[src/rtl/uart_tx_arbiter.sv]
// uart_tx_arbiter
// Two byte requesters share one UART sender. A round-robin arbiter pushes
// accepted bytes into a small shared FIFO and a sequencer FSM hands them to
// the sender one frame at a time, using the synchronized sender idle flag.
module uart_tx_arbiter #(
  parameter int FIFO_DEPTH = 4,
  parameter int EN_CYCLES  = 2,
  parameter int TIMEOUT    = 8192
) (
  input  logic                        sysclk,
  input  logic                        reset,
  input  logic                        req0_valid,
  input  logic [7:0]                  req0_data,
  output logic                        req0_ready,
  input  logic                        req1_valid,
  input  logic [7:0]                  req1_data,
  output logic                        req1_ready,
  input  logic                        tx_status,
  output logic [7:0]                  tx_data,
  output logic                        tx_en,
  output logic                        busy,
  output logic [$clog2(FIFO_DEPTH):0] fifo_level,
  output logic                        err_timeout,
  input  logic                        err_clr
);

  localparam int AW = $clog2(FIFO_DEPTH);
  localparam int LW = AW + 1;
  localparam logic [15:0] EN_LAST = 16'(EN_CYCLES - 1);
  localparam logic [15:0] TO_LAST = 16'(TIMEOUT - 1);
  localparam logic [LW-1:0] LEVEL_FULL = LW'(FIFO_DEPTH);

  typedef enum logic [1:0] {
    S_IDLE,
    S_EN,
    S_WAIT_START,
    S_WAIT_DONE
  } state_t;

  logic          sync1_q;
  logic          sync2_q;
  logic [7:0]    mem_q [FIFO_DEPTH];
  logic [AW-1:0] wrPtr_q;
  logic [AW-1:0] rdPtr_q;
  logic [LW-1:0] level_q;
  logic [LW-1:0] level_d;
  logic          lastGrant_q;
  state_t        state_q;
  logic [15:0]   cnt_q;
  logic          txEn_q;
  logic [7:0]    txData_q;
  logic          errTimeout_q;

  logic          full;
  logic          empty;
  logic          grant0;
  logic          grant1;
  logic          push;
  logic [7:0]    pushData;
  logic          pop;
  logic          timeoutHit;

  assign full  = (level_q == LEVEL_FULL);
  assign empty = (level_q == '0);

  // Two-flop synchronizer for the sender idle flag; idle (1) out of reset.
  always_ff @(posedge sysclk or negedge reset) begin
    if (!reset) begin
      sync1_q <= 1'b1;
      sync2_q <= 1'b1;
    end else begin
      sync1_q <= tx_status;
      sync2_q <= sync1_q;
    end
  end

  // Round-robin grant: a lone requester always wins, a tie goes to the one
  // that was not granted last. Uses the registered full flag only.
  always_comb begin
    grant0 = 1'b0;
    grant1 = 1'b0;
    if (!full) begin
      if (req0_valid && (!req1_valid || lastGrant_q)) begin
        grant0 = 1'b1;
      end else if (req1_valid && (!req0_valid || !lastGrant_q)) begin
        grant1 = 1'b1;
      end
    end
  end

  assign req0_ready = grant0;
  assign req1_ready = grant1;
  assign push       = grant0 | grant1;
  assign pushData   = grant0 ? req0_data : req1_data;

  assign pop = (state_q == S_IDLE) && !empty && sync2_q;

  assign timeoutHit = (state_q == S_WAIT_START) && sync2_q && (cnt_q == TO_LAST);

  // Occupancy update; a simultaneous push and pop leaves the level unchanged.
  always_comb begin
    level_d = level_q;
    case ({push, pop})
      2'b10:   level_d = level_q + LW'(1);
      2'b01:   level_d = level_q - LW'(1);
      default: level_d = level_q;
    endcase
  end

  // FIFO pointers, level and the arbiter's memory of the last winner.
  always_ff @(posedge sysclk or negedge reset) begin
    if (!reset) begin
      wrPtr_q     <= '0;
      rdPtr_q     <= '0;
      level_q     <= '0;
      lastGrant_q <= 1'b1;
    end else begin
      level_q <= level_d;
      if (push) begin
        wrPtr_q     <= wrPtr_q + AW'(1);
        lastGrant_q <= grant1;
      end
      if (pop) begin
        rdPtr_q <= rdPtr_q + AW'(1);
      end
    end
  end

  // FIFO storage; contents only matter once written, so no reset needed.
  always_ff @(posedge sysclk) begin
    if (push) begin
      mem_q[wrPtr_q] <= pushData;
    end
  end

  // Sequencer: issue a frame, hold the strobe, wait for the sender to go
  // busy (bounded) and then idle again. Also owns the sticky timeout flag.
  always_ff @(posedge sysclk or negedge reset) begin
    if (!reset) begin
      state_q      <= S_IDLE;
      cnt_q        <= '0;
      txEn_q       <= 1'b0;
      txData_q     <= '0;
      errTimeout_q <= 1'b0;
    end else begin
      if (timeoutHit) begin
        errTimeout_q <= 1'b1;
      end else if (err_clr) begin
        errTimeout_q <= 1'b0;
      end
      case (state_q)
        S_IDLE: begin
          if (pop) begin
            txData_q <= mem_q[rdPtr_q];
            txEn_q   <= 1'b1;
            cnt_q    <= '0;
            state_q  <= S_EN;
          end
        end
        S_EN: begin
          if (cnt_q == EN_LAST) begin
            txEn_q  <= 1'b0;
            cnt_q   <= '0;
            state_q <= S_WAIT_START;
          end else begin
            cnt_q <= cnt_q + 16'd1;
          end
        end
        S_WAIT_START: begin
          if (!sync2_q) begin
            state_q <= S_WAIT_DONE;
          end else if (cnt_q == TO_LAST) begin
            state_q <= S_IDLE;
          end else begin
            cnt_q <= cnt_q + 16'd1;
          end
        end
        S_WAIT_DONE: begin
          if (sync2_q) begin
            state_q <= S_IDLE;
          end
        end
        default: state_q <= S_IDLE;
      endcase
    end
  end

  assign tx_en       = txEn_q;
  assign tx_data     = txData_q;
  assign err_timeout = errTimeout_q;
  assign fifo_level  = level_q;
  assign busy        = (state_q != S_IDLE) || !empty;

endmodule

[config.mk]
export PLATFORM = sky130hd
export DESIGN_NAME = uart_tx_arbiter
export DESIGN_NICKNAME = d
export VERILOG_FILES = /design/src/rtl/uart_tx_arbiter.sv
export SDC_FILE = /design/constraint.sdc
export NUM_CORES = 1
export LEC_CHECK = 0
export CORE_MARGIN = 3
export CORE_UTILIZATION = 40
export DETAILED_ROUTE_END_ITERATION = 7
export MAX_ROUTING_LAYER = met4
export PLACE_DENSITY = 0.61
export SETUP_SLACK_MARGIN = 0.02
export SLEW_MARGIN = 10
export SYNTH_ARGS = -nofsm -noshare
export SYNTH_HDL_FRONTEND = slang
export SYNTH_SLANG_ARGS = --single-unit
export TNS_END_PERCENT = 100
[constraint.sdc]
create_clock -name sysclk -period 4.8 [get_ports sysclk]
set_input_delay 0.96 -clock sysclk [delete_from_list [all_inputs] [get_ports sysclk]]
set_output_delay 0.96 -clock sysclk [all_outputs]
set_load 0.005 [all_outputs]
# == Word level (Yosys, flattened, before mapping) ==
# Memories as Yosys holds them, arrays and structs flattened. A register that Yosys moved wholly into a read port is not among the register bits.
# Cells that the tools add are included.
# op_classes
addsub,5
n_eq_ne,14
muxes,25
n_bitwise,1
n_reduce_logical,25
# ops
op,count
16-bit two-way mux,4
16-bit case mux with 3 select lines,1
"16-bit by 1-bit adder with 16-bit output, second input constant",1
"16-bit by 1-bit == test with 1-bit output, second input constant",1
"16-bit by 13-bit == test with 1-bit output, second input constant",1
1-bit two-way mux,11
2-bit two-way mux,5
"2-bit inequality test, second input constant",5
8-bit two-way mux,1
2-bit case mux with 4 select lines,1
4-bit AND reduction,2
2-bit nonzero test,4
"2-bit == test, second input constant",3
1-bit logical AND,6
3-bit case mux with 2 select lines,1
1-bit zero test,5
"2-bit by 1-bit adder with 2-bit output, second input constant",2
"2-bit by 1-bit == test with 1-bit output, second input constant",2
"3-bit by 1-bit adder with 3-bit output, second input constant",1
"3-bit == test, second input constant",1
3-bit zero test,1
1-bit logical OR,3
"3-bit by 2-bit inequality test with 1-bit output, second input constant",1
3-bit AND reduction,1
other kinds (6),6
# totals
register_bits,30
ramBits,32
out_inout_bits,16
elab_cells,81
n_memories,1
# mem_list
name,depth,width,read_ports,rd_clocked_by_memory_dff,wr,line,text
mem_q,4,8,1,1,1,42,logic [7:0] mem_q [FIFO_DEPTH];

# == Longest topological paths before layout ==
# depth
ltp_word,9
depth_mapped,11

# == Least setup slack after synthesis ==
# OpenSTA, ideal clock, no wires.
# synth_timing
path_kind,flip-flop to flip-flop
startpoint,register state_q[0]
endpoint,"register level_q[2], in the netlist fifo_level[2]"
t_arrival_ns,2.373
required_ns,4.721
setup_slack_ns,2.348
stages_incl_launch_ff,12
path_cell_list,dfrtp_1 > inv_1 > ha_1 > nand3_1 > inv_1 > clkbuf_1 > ha_1 > inv_1 > fa_1 > xor2_1 > nor2_1 > xor2_1
# synth_between
elab_chain_cells,5
elab_cells_between_ends,7
# synth_rtl
element,line,text
from (decl),48,state_t state_q;
from (signal assigned),140,state_q <= S_IDLE;
from (signal assigned),157,state_q <= S_EN;
from (signal assigned),164,state_q <= S_WAIT_START;
2-bit zero test (*),96,assign pop = (state_q == S_IDLE) && !empty && sync2_q;
1-bit logical AND (*) (2 in series),96,
named net pop,60,logic pop;
2-bit by 1-bit == test with 1-bit output / 2-bit == test (equally long branches),103,"case ({push, pop})"
3-bit case mux with 2 select lines / 2-bit nonzero test (equally long branches),n/a,
to (signal assigned),118,level_q <= level_d;
to (decl),45,logic [LW-1:0] level_q;
# The timed path passes the listed nets; every way through them passes the cells marked *.
# A chain may end at the register's enable or synchronous reset.

# == Final worst setup path ==
# layout_timing
startpoint,input req1_valid
endpoint,output req0_ready
# layout_between
elab_chain_cells,5
# layout_rtl
element,line,text
from (decl),15,"input logic req1_valid,"
1-bit zero test,83,if (req0_valid && (!req1_valid || lastGrant_q)) begin
1-bit logical OR,83,
1-bit logical AND,83,
1-bit two-way mux,83,
1-bit two-way mux,82,if (!full) begin
to (decl),14,"output logic req0_ready,"
# No other way between the ends.

==> impl_metrics.toml <==
[outcome]
status = "finished, final reports clean"

[sta]
worst_pin_slew_ns = 0.8736
relSlewSlack_pct = 41.76
slew_violations = 0
period_needed_ns = 3.518
fin_tns_setup_ns = 0
fmax_mhz = 284.3
final.period_utilization_pct = 73.29
holdWs_ns = 0.3578
finalClockSkew_ns = 0.01411
hold_violations = 0
grt_setup_unrepaired = "false"
finalSetupViolations = 0

[synth]
syn_nets = 310
yosys_register_bits = 70
yosys-top-cells-area = "edfxtp_1 29%, dfrtp_1 26%, mux4_2 5.4%"
synth_sequential_area_ratio_pct = 56.96
synth_top_area_cell = "edfxtp_1"
synth_cell_types = 53
yosysWarnings = 0
ys.flop_type = "dfrtp_1"
synth_edf_count = 32
async_flop_share_pct = 54.29
synth_top_area_share_pct = 28.57
syn-cell-area_sq_mm = 0.003363
synth_area_per_cell_sq_um = 12.23
syn_inst = 275

[place]
post_dp_cell_area_sq_mm = 0.003805
place.gp.congestion = 0.7762
dp_cells = 406
io_buffers = 37
dpl.hpwl_mm = 4.318

[critical_path]
worst_path_max_delay_cell = "clkdlybuf4s50_1"
cp_data_arrival_time_ns = 2.56
path_depth = 5
r2r-end = "cnt_q[4]"
worstPathRequired_ns = 3.84
r2r-start = "cnt_q[0]"
path_cells = "clkdlybuf4s50_1, nand2b_1, nand3_1, inv_1, clkdlybuf4s50_1"
critPathLaunch = "req1_valid"
reg2reg_depth = 6
crit_fanout = 10
endpoint_kind = "output pin"
startpoint_type = "primary input"
critPathMostFrequentCell = "clkdlybuf4s50_1"
path_buf_inv = 3
path_class = "in2out"
max_stage_delay_ns = 0.51
r2r_slack_ns = 1.88
critPathTopFamily = "buffers and inverters"
crit_end = "req0_ready"

[clocking]
clock_latency_ns = 0.34
cts_tree = "yes"
cts.htree.levels = 3
clock_path_buffers = 2
cts_root_buffer = "clkbuf_8"
numClockSinks = 70
post-cts-setup-buffer-count = 0
clk_pin_slew_ns = 0.07
ctsResizeCount = 0
cts_made_buffers = 9
ctsHoldBuffers = 0

[finish]
fin_cells = 422
antennaDiodeCount = 0
layout_common_cells = "39 x nand2_1, 36 x clkdlybuf4s50_1, 35 x dfrtp_1"
fin_area_sq_mm = 0.003995
area_delta_synth_final_pct = 18.79
layout_commonest_cell = "nand2_1"
nets = 350
drive_above_1_share_pct = 14.37

[power]
finalPower_uw = 2210
power-per-cell-area_mw_per_mm2 = 553.1
leakage_uw = 0.001556
max-vdd-ir-drop_uv = 253.8

[die]
die_area_sq_mm = 0.009544
die_y_um = 97.70
start_util_pct = 42.42
rows = 32
core_area_sq_mm = 0.007928
die_x_um = 97.70
io_pins = 38

[global_routing]
grt_max_degree = 39
grt_pass1_wl_mm = 10.49
grt_pass1_vias = 2155
antenna_found_initial = 0
grt_overflow = 0
grt_usage_pct = 14.19

[routing]
highest_layer = "met4"
first_pass_iters = 4
drt_iter0_drc = 180
post_drt_wl_per_cell_um = 14.90
wl_met2_mm = 2.965
wl_met1_mm = 3.050
routed_wl_mm = 6.286
vias = 2194
dr_wl_met3_um = 164
ant_nets = 0
drc = 0
vias_per_cell = 5.199

[job]
max_cap_violations = 0

[hold_path]
hold_class = "reg2reg"
layer usage:
| layer | up-vias | GRT usage [%] |
|---|---|---|
| met5 | - | - |
| met1 | 1077 | 18.90 |
| met2 | 29 | 21.51 |
| li1 | 1078 | - |
| met3 | 10 | 2.656 |
| met4 | 0 | 5.751 |
logic make-up after synthesis:
| kind of cell | synth area share [%] |
|---|---|
| compound gates | 9.226 |
| flops | 56.96 |
| fa+ha+maj | 5.059 |
| buf+inv | 4.092 |
| xor+xnor | 1.562 |
| mux | 8.966 |
| simple gates | 14.14 |
flip-flops by register name, indices dropped and copies added, names as in the netlist:
signal       flops
sync2_q          1
sync1_q          1
err_timeout      1
tx_en            1
fifo_level       3
wrPtr_q          2
mem_q           32
cnt_q           16
tx_data          8
rdPtr_q          2
lastGrant_q      1
state_q          2
through the flow:
| step | util [%] | setup slack, ns |
|---|---|---|
| 6_report | 50.39 | 1.282 |
| 5_1_grt | 50.39 | 1.131 |
| 4_1_cts | 50.39 | 1.237 |
| 3_5_place_dp | 48.00 | 1.234 |
| 3_3_place_gp | 48.00 | 1.252 |
| 2_1_floorplan | - | 2.348 |
Yosys cell counts, types with 3 or more instances:
cell type  number
o21ai_1         3
nand2b_1        4
ha_1           12
o22ai_1         8
xnor2_1         4
edfxtp_1       32
nor2b_1         7
o31ai_1         4
nand4_1         5
dfrtp_1        35
mux2_2          9
nand2_1        39
nor2_1          5
a22oi_1         6
mux4_2          8
nand3_1        14
nor3_1          3
inv_1          21
a21oi_1         9
dfstp_2         3
final cells by class:
class | instances | area, sq um
Timing Repair Buffer | 38 | 372.9
Clock inverter | 6 | 62.56
Tap cell | 102 | 127.6
Clock buffer | 10 | 127.6
Multi-Input combinational cell | 175 | 1310
Fill cell | 718 | 3933
Sequential cell | 70 | 1916
Inverter | 21 | 78.83
where the power goes:
part	internal (uW)	switching (uW)	leakage [uW]	total (uW)
Clock	240	219	0.000100	459
Combinational	387	403	0.000673	790
Sequential	831	130	0.000783	961
Total	1460	751	0.00156	2210
worst min-delay path by stage:
| stage | startpoint | endpoint | slack, ns | cells past startpoint |
|---|---|---|---|---|
| final | sync1_q | sync2_q | 0.36 | 0 |
| after global routing | sync1_q | sync2_q | 0.36 | 0 |
| after CTS | sync1_q | sync2_q | 0.36 | 0 |
| after detailed placement | sync1_q | sync2_q | 0.35 | 0 |
| after global placement | sync1_q | sync2_q | 0.35 | 0 |
| after floorplan | sync1_q | sync2_q | 0.35 | 0 |
Power figures use the tool's default switching activity.
